**config.mk**
```make
export PLATFORM = sky130hd
export DESIGN_NAME = masked_compare_eq
export DESIGN_NICKNAME = d
export VERILOG_FILES = /design/src/rtl/masked_compare_eq.sv
export SDC_FILE = /design/constraint.sdc
export NUM_CORES = 1
export LEC_CHECK = 0
export CORE_AREA = 2 2 109 111
export CTS_CLUSTER_SIZE = 20
export DETAILED_ROUTE_END_ITERATION = 16
export DIE_AREA = 0 0 111 113
export PLACE_DENSITY = 0.66
export SLEW_MARGIN = 20
export SYNTH_ARGS = -nofsm -noshare
export SYNTH_HDL_FRONTEND = slang
export SYNTH_SLANG_ARGS = --single-unit
```
**constraint.sdc**
```tcl
create_clock -name clk -period 1.3 [get_ports clk]
set_input_delay 0.26 -clock clk [delete_from_list [all_inputs] [get_ports clk]]
set_output_delay 0.26 -clock clk [all_outputs]
set_load 0.03 [all_outputs]
```
**src/rtl/masked_compare_eq.sv**
```systemverilog
// ============================================================================
// Module      : masked_compare_eq (with helper gadget masked_compare_eq_or_hpc2)
// Description : Pipelined d-share masked equality / inequality comparator
//               built from a chain of HPC2 masked OR gadgets.
// Revision    : 1.0 - initial release
// ============================================================================
`default_nettype none

module masked_compare_eq_or_hpc2 #(
    parameter int D = 2
) (
    input  logic                   clk,
    input  logic [D-1:0]           i_ina,
    input  logic [D-1:0]           i_inb,
    input  logic [D*(D-1)/2-1:0]   i_rnd,
    output logic [D-1:0]           o_out
);

    localparam int C_NRND = D * (D - 1) / 2;

    // Index of the shared random bit r_ij = r_ji for the unordered pair (i, j).
    function automatic int pidx(input int i, input int j);
        int lo;
        int hi;
        lo = (i < j) ? i : j;
        hi = (i < j) ? j : i;
        return lo * D - (lo * (lo + 1)) / 2 + (hi - lo - 1);
    endfunction

    logic [D-1:0]      w_a;
    logic [D-1:0]      w_b;
    logic [D-1:0]      w_and;

    logic [D-1:0]      r_b;
    logic [C_NRND-1:0] r_rnd;
    logic [D-1:0]      r_v [D];
    logic [D-1:0]      r_ab;
    logic [D-1:0]      r_u [D];
    logic [D-1:0]      r_w [D];

    // OR is computed as NOT(AND(NOT a, NOT b)); masked NOT flips share 0 only.
    always_comb begin
        w_a    = i_ina;
        w_a[0] = ~i_ina[0];
        w_b    = i_inb;
        w_b[0] = ~i_inb[0];
    end

    // inb stage: b is blinded with fresh randomness before it meets a.
    always_ff @(posedge clk) begin
        r_b   <= w_b;
        r_rnd <= i_rnd;
        for (int i = 0; i < D; i++) begin
            for (int j = 0; j < D; j++) begin
                if (i != j) begin
                    r_v[i][j] <= w_b[j] ^ i_rnd[pidx(i, j)];
                end else begin
                    r_v[i][j] <= 1'b0;
                end
            end
        end
    end

    // ina stage: every cross-share product lands in its own register.
    always_ff @(posedge clk) begin
        for (int i = 0; i < D; i++) begin
            r_ab[i] <= w_a[i] & r_b[i];
            for (int j = 0; j < D; j++) begin
                if (i != j) begin
                    r_u[i][j] <= ~w_a[i] & r_rnd[pidx(i, j)];
                    r_w[i][j] <= w_a[i] & r_v[i][j];
                end else begin
                    r_u[i][j] <= 1'b0;
                    r_w[i][j] <= 1'b0;
                end
            end
        end
    end

    always_comb begin
        w_and = '0;
        for (int i = 0; i < D; i++) begin
            w_and[i] = r_ab[i];
            for (int j = 0; j < D; j++) begin
                w_and[i] = w_and[i] ^ r_u[i][j] ^ r_w[i][j];
            end
        end
    end

    always_comb begin
        o_out    = w_and;
        o_out[0] = ~w_and[0];
    end

endmodule

module masked_compare_eq #(
    parameter int D     = 2,
    parameter int WIDTH = 10
) (
    input  logic                              clk,
    input  logic                              rst,
    input  logic                              in_valid,
    input  logic                              in_mode,
    input  logic [D*WIDTH-1:0]                a_input,
    input  logic [D*WIDTH-1:0]                b_input,
    input  logic [(WIDTH-1)*(D*(D-1)/2)-1:0]  rnd,
    output logic                              out_valid,
    output logic [D-1:0]                      out_result,
    output logic                              busy
);

    localparam int C_NRND = D * (D - 1) / 2;

    logic [D*WIDTH-1:0] w_diff;
    logic [D-1:0]       w_dly [WIDTH];
    logic [D-1:0]       w_g   [WIDTH-1];
    logic [D-1:0]       w_neq;
    logic [D-1:0]       w_res;
    logic [WIDTH-1:0]   r_vld;
    logic [WIDTH-1:0]   r_mode;

    assign w_diff = a_input ^ b_input;

    // diff_0 feeds gadget 0 as ina (one cycle late); diff_i feeds gadget i-1 as inb.
    for (genvar gi = 0; gi < WIDTH; gi++) begin : g_bit
        localparam int C_DLY = (gi == 0) ? 1 : gi - 1;
        if (C_DLY == 0) begin : g_direct
            assign w_dly[gi] = w_diff[D*gi +: D];
        end else begin : g_line
            logic [D-1:0] r_line [C_DLY];
            always_ff @(posedge clk) begin
                r_line[0] <= w_diff[D*gi +: D];
                for (int k = 1; k < C_DLY; k++) begin
                    r_line[k] <= r_line[k-1];
                end
            end
            assign w_dly[gi] = r_line[C_DLY-1];
        end
    end

    for (genvar gk = 0; gk < WIDTH - 1; gk++) begin : g_gadget
        logic [D-1:0] w_ina;
        if (gk == 0) begin : g_first
            assign w_ina = w_dly[0];
        end else begin : g_chain
            assign w_ina = w_g[gk-1];
        end
        masked_compare_eq_or_hpc2 #(
            .D (D)
        ) u_or (
            .clk   (clk),
            .i_ina (w_ina),
            .i_inb (w_dly[gk+1]),
            .i_rnd (rnd[C_NRND*gk +: C_NRND]),
            .o_out (w_g[gk])
        );
    end

    assign w_neq = w_g[WIDTH-2];

    always_ff @(posedge clk) begin
        if (rst) begin
            r_vld  <= '0;
            r_mode <= '0;
        end else begin
            r_vld  <= {r_vld[WIDTH-2:0], in_valid};
            r_mode <= {r_mode[WIDTH-2:0], in_mode};
        end
    end

    // Shares are gated to zero on bubbles so stale masked data never leaves.
    always_comb begin
        w_res = '0;
        if (r_vld[WIDTH-1]) begin
            w_res    = w_neq;
            w_res[0] = w_neq[0] ^ r_mode[WIDTH-1];
        end
    end

    assign out_result = w_res;
    assign out_valid  = r_vld[WIDTH-1];
    assign busy       = |r_vld;

endmodule

`default_nettype wire
```
## Yosys cells after proc, flatten, opt, wreduce, memory -nomap -nowiden

Memories as Yosys holds them, arrays and structs flattened.
Index checks and enable logic that the tools add are counted.

| storage, ports and cells | value |
|---|---|
| register bits | 65 |
| memories | 36 |
| output and inout port bits | 4 |
| RAM bits | 182 |
| input bits | 53 |

| operators by class | value |
|---|---|
| bitwise gates (word level) | 174 |
| reduce and logical (&&, ||, !) cells | 1 |
| muxes and demuxes | 1 |

Memories:

| name | words | width | rd ports | clocked after memory_dff | write ports | RTL line | source |
|---|---|---|---|---|---|---|---|
| g_bit[9].g_line.r_line | 8 | 2 | 8 | 0 | 8 | 131 | `logic [D-1:0] r_line [C_DLY];` |
| g_bit[8].g_line.r_line | 7 | 2 | 7 | 0 | 7 | 131 |  |
| g_bit[7].g_line.r_line | 6 | 2 | 6 | 0 | 6 | 131 |  |
| g_bit[6].g_line.r_line | 5 | 2 | 5 | 0 | 5 | 131 |  |
| g_bit[5].g_line.r_line | 4 | 2 | 4 | 0 | 4 | 131 |  |
| g_bit[4].g_line.r_line | 3 | 2 | 3 | 0 | 3 | 131 |  |
| 30 more memories | - | - | - | - | - | - |  |

Operators by type and width:

| kind | count |
|---|---|
| bitwise XOR 1 bit | 91 |
| AND 1 bit | 54 |
| inverter 1 bit | 28 |
| bitwise XOR 20 bit | 1 |
| OR reduction 10 bit | 1 |
| 2-to-1 mux 2 bit | 1 |

## Longest topological paths before layout

Gate-level depths: netlist of the first run.

| logic depth | value |
|---|---|
| word-level depth | 7 |
| gate-level depth with buffers | 3 |
| mapped depth without buffers | 3 |

## Hierarchy

From an unflattened synthesis of the first run, not the netlist that was laid out.

| second synthesis, totals | value |
|---|---|
| cells, all modules | 341 |
| area total of the unflattened synthesis | 5165.0 µm² |

By module, submodules not included:

| module | times used | area each (µm²) | cells each |
|---|---|---|---|
| masked_compare_eq_or_hpc2 | 9 | 325.3 | 22 |
| masked_compare_eq | 1 | 2237.1 | 143 |

## Worst setup path before layout of the first run

OpenSTA, ideal clock, no wires.

| timing path | value |
|---|---|
| path kind | reg-to-output |
| start | memory g_gadget[8].u_or.r_w[0][1] |
| end | output out_result[0] |
| cell stages (with the launch flop) | 4 |
| data required time | 1.040 ns |
| path buffers | 0 |
| arrival | 0.890 ns |
| path slack | 0.150 ns |
| cell sequence | dfxtp_1 xor2_1 xnor2_1 and2_1 |

RTL lines:

| item | RTL line | source |
|---|---|---|
| from (decl) | 39 | `logic [D-1:0] r_w [D];` |
| to (decl) | 109 | `output logic [D-1:0] out_result,` |

## Worst setup path after layout of the first run

| timing path | value |
|---|---|
| start | register g_gadget[8].u_or.r_ab[0] |
| end | output out_result[0] |

| on the way | value |
|---|---|
| word-level cells in the longest chain between the ends | 7 |

RTL lines:

| item | RTL line | source |
|---|---|---|
| from (decl) | 37 | `logic [D-1:0] r_ab;` |
| from (signal, indexed assignment) | 67 | `r_ab[i] <= w_a[i] & r_b[i];` |
| bitwise XOR 1 bit (4 in a row) | 85 | `w_and[i] = w_and[i] ^ r_u[i][j] ^ r_w[i][j];` |
| inverter 1 bit | 92 | `o_out[0] = ~w_and[0];` |
| bitwise XOR 1 bit | 177 | `w_res[0] = w_neq[0] ^ r_mode[WIDTH-1];` |
| 2-to-1 mux 2 bit | 175 | `if (r_vld[WIDTH-1]) begin` |

No other way between the ends.

==> results.sh, run 1 <==
export IMPL_outcome="finished with violations"
export IMPL_violations="negative setup slack"
export IMPL_dieArea_sq_um=12500
export IMPL_synth_warnings=0
export IMPL_grt_max_degree=21
export IMPL_setup_tns_final_ns=-0.753
export IMPL_final_max_slew_viol_count=0
export IMPL_cts_htree_levels=4
export IMPL_r2r_setup_slack_ns=0.25
export IMPL_coreArea_sq_um=11300
export IMPL_vias=2354
export IMPL_whs_ns=0.324
export IMPL_ir_drop_uv=916
export IMPL_yosysTopAreaCell="dfxtp_1"
export IMPL_max_freq_mhz=643
export IMPL_ioPinCount=57
export IMPL_cp_max_fo=1
export IMPL_final_nets=486
export IMPL_ys_ff_latch=193
export IMPL_fillers=897
export IMPL_cts_buffers=17
export IMPL_slowest_delay_ns=0.33
export IMPL_syn_mean_instance_area_sq_um=14.1
export IMPL_antenna_left=0
export IMPL_n_antenna_cell=0
export IMPL_dr_pass1_iters=4
export IMPL_grt_pass1_wl_um=9030
export IMPL_post_cts_setup_buffers=0
export IMPL_grt_ovfl_total=0
export IMPL_syn_inst=358
export IMPL_period_minus_slack_ns=1.55
export IMPL_startpoint_type="flip-flop"
export IMPL_seqCellArea_sq_um=3870
export IMPL_multi_input_area_sq_um=1180
export IMPL_fin_ws_ns=-0.254
export IMPL_cts_sinks=193
export IMPL_drtIter0Drc=54
export IMPL_criticalPathCategory="flip-flop to output port"
export IMPL_worst_pin_slew_ns=0.381
export IMPL_first_global_vias=2270
export IMPL_drc_errors=0
export IMPL_clock_latency_ns=0.41
export IMPL_critPathSlowestCell="dfxtp_2"
export IMPL_antenna_found_initial=0
export IMPL_via_per_inst=4.01
export IMPL_dp_cells=557
export IMPL_clkTransAtPathRegs_ns=0.06
export IMPL_port_buffers=56
export IMPL_wl_um=5340
export IMPL_final_cells=587
export IMPL_finalSetupViolCount=3
export IMPL_hp_class="flip-flop to flip-flop"
export IMPL_root_buffer="clkbuf_16"
export IMPL_cp_required_ns=1.04
export IMPL_powerDensity_nw_per_um2=2200
export IMPL_cts_hold_buf=0
export IMPL_synthTopCellsByArea="dfxtp_1, xor2_1, nor2b_1, xnor2_1, and2_1"
export IMPL_hpwl_um=3640
export IMPL_die_h_um=113
export IMPL_synth_fp_nets=411
export IMPL_worstPathCellList="xor2_2, xnor2_1, and2_1, buf_6"
export IMPL_end_kind="output port"
export IMPL_synth_distinct_cells=10
export IMPL_areaGrowthSynthToFinish_pct=27.8
export IMPL_clock_skew_ns=0.00552
export IMPL_rsz0062_at_grt="yes"
export IMPL_cts_tree="built"
export IMPL_gr_usage_all_layers=0.0951
export IMPL_synth_top_area_share=0.764
export IMPL_place_congestion=0.689
export IMPL_finalHoldViolCount=0
export IMPL_fin_crit_sh=1.20
export IMPL_p_leak_nw=2.69
export IMPL_clockBufferDepth=2
export IMPL_arrival_ns=1.29
export IMPL_drive_above_1_share=0.0991
export IMPL_rows=39
export IMPL_die_w_um=111
export IMPL_syn_area_sq_um=5050
export IMPL_wl_per_cell_um=9.10
export IMPL_initial_core_util=0.448
export IMPL_yosysSeqAreaShare=0.764
export IMPL_relSlewSlack=0.744
export IMPL_cap_violations=0
## cells in the final DEF, fill, tap and decap left out, drive strengths merged
cell type      Yosys  routed
clkinv             0       2
nor2b             55      55
bufinv             0       3
clkdlybuf4s50      0      52
nor4               2       2
inv                8       8
nand3              1       1
xor2              47      47
dfxtp            193     193
and2              21      21
xnor2             28      28
nor2               1       1
clkbuf             2      25
buf                0       6
## cells in the mapped netlist, drive strengths merged
cell,n
xor2,47
nor4,2
xnor2,28
nor2,1
and2,21
nand3,1
dfxtp,193
clkbuf,2
nor2b,55
inv,8
## cell type report
cell class                      instances  share of cell area
Sequential cell                       193               0.599
Multi-Input combinational cell        155               0.183
Inverter                                8             0.00465
Timing Repair Buffer                   58              0.0918
Clock buffer                           25              0.0782
Clock inverter                          5              0.0155
Tap cell                              143              0.0277
## layer usage
metal	GRT usage	vias up	wire [um]
met4	0.0683	0	163
met1	0.0886	1048	2130
met3	0.0509	16	341
li1	-	1233	-
met2	0.160	57	2710
met5	0	-	0
## flip-flops by register name (all words and copies together) (netlist names)
name and flops:
g_gadget.u_or.r_b 18, g_gadget.u_or.r_u 18, g_bit.g_line.r_line 74, g_gadget.u_or.r_rnd 9, g_gadget.u_or.r_v 18, g_gadget.u_or.r_ab 18, r_mode 10, g_gadget.u_or.r_w 18
r_vld 10
## critical path: cells and delay by family (launching register included)
| family | cells | cell delay, ns |
|---|---|---|
| flip-flops | 1 | 0.33 |
| XOR/XNOR | 2 | 0.29 |
| AND/OR/NAND/NOR | 1 | 0.15 |
| buffers and inverters | 1 | 0.13 |
## final timing paths
path                                        startpoint                                   end  cells after the start
setup / recovery      g_gadget[8].u_or.r_ab[0]$_DFF_P_                         out_result[0]                      4
hold / removal    g_bit[5].g_line.r_line[1][0]$_DFF_P_  g_bit[5].g_line.r_line[2][0]$_DFF_P_                      0
setup reg to reg      g_gadget[4].u_or.r_ab[0]$_DFF_P_    g_gadget[5].u_or.r_u[0][1]$_DFF_P_                      3
hold reg to reg   g_bit[5].g_line.r_line[1][0]$_DFF_P_  g_bit[5].g_line.r_line[2][0]$_DFF_P_                      0
## cell families (layout without fill, tap and decap cells)
| group | count (synthesis) | after routing | share of synthesized area |
|---|---|---|---|
| buffers and inverters | 10 | 96 | 0.00743 |
| XOR/XNOR | 75 | 75 | 0.130 |
| flip-flops | 193 | 193 | 0.764 |
| AND/OR/NAND/NOR | 80 | 80 | 0.0983 |
## through the flow
step	area [sq um]	util	power [mW]	setup slack (ns)
after floorplan	5050	-	8.69	0.150
after global placement	5810	0.515	9.09	-0.251
after detailed placement	5810	0.515	9.22	-0.268
after CTS	6430	0.571	14.4	-0.296
after global routing	6460	0.573	15.0	-0.360
final	6460	0.573	14.2	-0.254
## power breakdown
group	switching [mW]	total (mW)	leakage (nW)	internal [mW]
combinational	0.793	1.81	0.771	1.01
sequential	0.346	7.29	1.62	6.94
clock	1.88	5.14	0.299	3.26
## repair_timing
action | 4_1_cts | 5_1_grt
setup endpoints to repair | 3 | 4
pin swaps | 7 | 5
resized for setup | 13 | 9
Note: power is estimated with default switching activity, not from simulation.
==> run 2: changes to the inputs <==
--- a/config.mk
+++ b/config.mk
@@ -10,6 +10,7 @@
 export DETAILED_ROUTE_END_ITERATION = 16
 export DIE_AREA = 0 0 111 113
 export PLACE_DENSITY = 0.66
+export SKIP_LAST_GASP = 1
 export SLEW_MARGIN = 20
 export SYNTH_ARGS = -nofsm -noshare
 export SYNTH_HDL_FRONTEND = slang
==> results.sh, run 2 (synthesis gave the netlist of run 1 again) <==
export IMPL_p_leak_nw=2.69
export IMPL_dieArea_sq_um=12500
export IMPL_r2r_setup_slack_ns=0.25
export IMPL_fin_crit_sh=1.20
export IMPL_cts_sinks=193
export IMPL_via_per_inst=4.01
export IMPL_cp_required_ns=1.04
export IMPL_max_freq_mhz=642
export IMPL_layout_common_cells="dfxtp_1, nor2b_1, clkdlybuf4s50_1, xor2_1, xnor2_1"
export IMPL_die_h_um=113
export IMPL_largest_reg_flops=74
export IMPL_gr_usage_met3=0.0509
export IMPL_rows=39
export IMPL_relSlewSlack=0.744
export IMPL_grt_busiest_layer="met2"
export IMPL_mostFrequentLayoutCell="dfxtp_1"
export IMPL_grtUsageMet1=0.0886
export IMPL_total_power_mw=14.2
export IMPL_place_congestion=0.689
export IMPL_drc_errors=0
export IMPL_fin_ws_ns=-0.258
export IMPL_antenna_left=0
export IMPL_cts_buffers=17
export IMPL_grt_max_degree=21
export IMPL_final_nets=486
export IMPL_cp_top_family="flip-flops"
export IMPL_clock_skew_ns=0.00552
export IMPL_grt_pass1_wl_um=9030
export IMPL_grt_ovfl_total=0
export IMPL_hpwl_um=3640
export IMPL_clock_latency_ns=0.41
export IMPL_rsz0062_at_grt="yes"
export IMPL_wl_um=5340
export IMPL_port_buffers=56
export IMPL_die_w_um=111
export IMPL_top_register="g_bit.g_line.r_line"
export IMPL_arrival_ns=1.30
export IMPL_first_global_vias=2270
export IMPL_gr_usage_all_layers=0.0951
export IMPL_worst_pin_slew_ns=0.381
export IMPL_final_max_slew_viol_count=0
export IMPL_startpoint_type="flip-flop"
export IMPL_areaGrowthSynthToFinish_pct=27.8
export IMPL_wl_per_cell_um=9.10
export IMPL_end_kind="output port"
export IMPL_dr_pass1_iters=4
export IMPL_n_antenna_cell=0
export IMPL_violations="negative setup slack"
export IMPL_post_cts_setup_buffers=0
export IMPL_cts_tree="built"
export IMPL_slowest_delay_ns=0.32
export IMPL_worst_path_buf_inv=1
export IMPL_worstPathCellList="xor2_1, xnor2_1, and2_1, buf_6"
export IMPL_criticalPathCategory="flip-flop to output port"
export IMPL_antenna_found_initial=0
export IMPL_hp_class="flip-flop to flip-flop"
export IMPL_cap_violations=0
export IMPL_finalHoldViolCount=0
export IMPL_clockBufferDepth=2
export IMPL_powerDensity_nw_per_um2=2200
export IMPL_whs_ns=0.324
export IMPL_finalSetupViolCount=3
export IMPL_root_buffer="clkbuf_16"
export IMPL_drtIter0Drc=54
export IMPL_initial_core_util=0.448
export IMPL_vias=2354
export IMPL_cts_htree_levels=4
export IMPL_cp_max_fo=1
export IMPL_use_met2=0.160
export IMPL_period_minus_slack_ns=1.56
export IMPL_clkTransAtPathRegs_ns=0.06
export IMPL_ir_drop_uv=916
export IMPL_outcome="finished with violations"
export IMPL_critPathSlowestCell="dfxtp_1"
export IMPL_ioPinCount=57
export IMPL_fillers=898
export IMPL_coreArea_sq_um=11300
export IMPL_drive_above_1_share=0.0968
[run 2: cell counts in the layout (fill, tap and decap cells not counted)]
Identical to the previous run, type by type.
[run 2: layout make-up]
| class | count | area [sq um] | share of cell area |
|---|---|---|---|
| inverter | 8 | 30.0 | 0.00465 |
| clock buffer | 25 | 505 | 0.0782 |
| clock inverter | 5 | 100 | 0.0155 |
| timing repair buffer | 58 | 593 | 0.0918 |
| sequential | 193 | 3870 | 0.599 |
| multi-input combinational | 155 | 1180 | 0.183 |
| tap | 143 | 179 | 0.0277 |
[run 2: metrics by stage]
| step | cells | setup TNS (ns) | instance area (sq um) | setup slack, ns | utilization |
|---|---|---|---|---|---|
| detailed placement | 557 | -0.268 | 5810 | -0.268 | 0.515 |
| CTS | 587 | -0.865 | 6430 | -0.296 | 0.571 |
| finish | 587 | -0.757 | 6460 | -0.258 | 0.573 |
| global placement | 557 | -0.251 | 5810 | -0.251 | 0.515 |
| global route | 587 | -1.04 | 6460 | -0.368 | 0.573 |
| floorplan | 358 | 0 | 5050 | 0.150 | - |
[run 2: per-layer routing]
layer  wire [um]  share of wire
met5           0              0
met1        2130           0.40
met2        2710           0.51
met3         341          0.064
met4         163          0.031
[run 2: repair_timing]
action	4_1_cts	5_1_grt
gates resized for setup	13	8
pin swaps	7	5
hold buffers	0	0
setup endpoints to repair	3	4
endpoints found under the hold margin	0	0
[run 2: power by group]
part,leakage [nW],switching [mW],internal (mW)
clock network,0.299,1.88,3.26
registers,1.62,0.346,6.94
logic,0.771,0.793,1.01
total,2.69,3.02,11.2
[run 2: final timing paths]
kind | end | start | cells past startpoint
setup / recovery | out_result[0] | g_gadget[8].u_or.r_w[0][1]$_DFF_P_ | 4
hold / removal | g_bit[5].g_line.r_line[2][0]$_DFF_P_ | g_bit[5].g_line.r_line[1][0]$_DFF_P_ | 0
hold reg to reg | g_bit[5].g_line.r_line[2][0]$_DFF_P_ | g_bit[5].g_line.r_line[1][0]$_DFF_P_ | 0
setup reg to reg | g_gadget[5].u_or.r_u[0][1]$_DFF_P_ | g_gadget[4].u_or.r_ab[0]$_DFF_P_ | 3
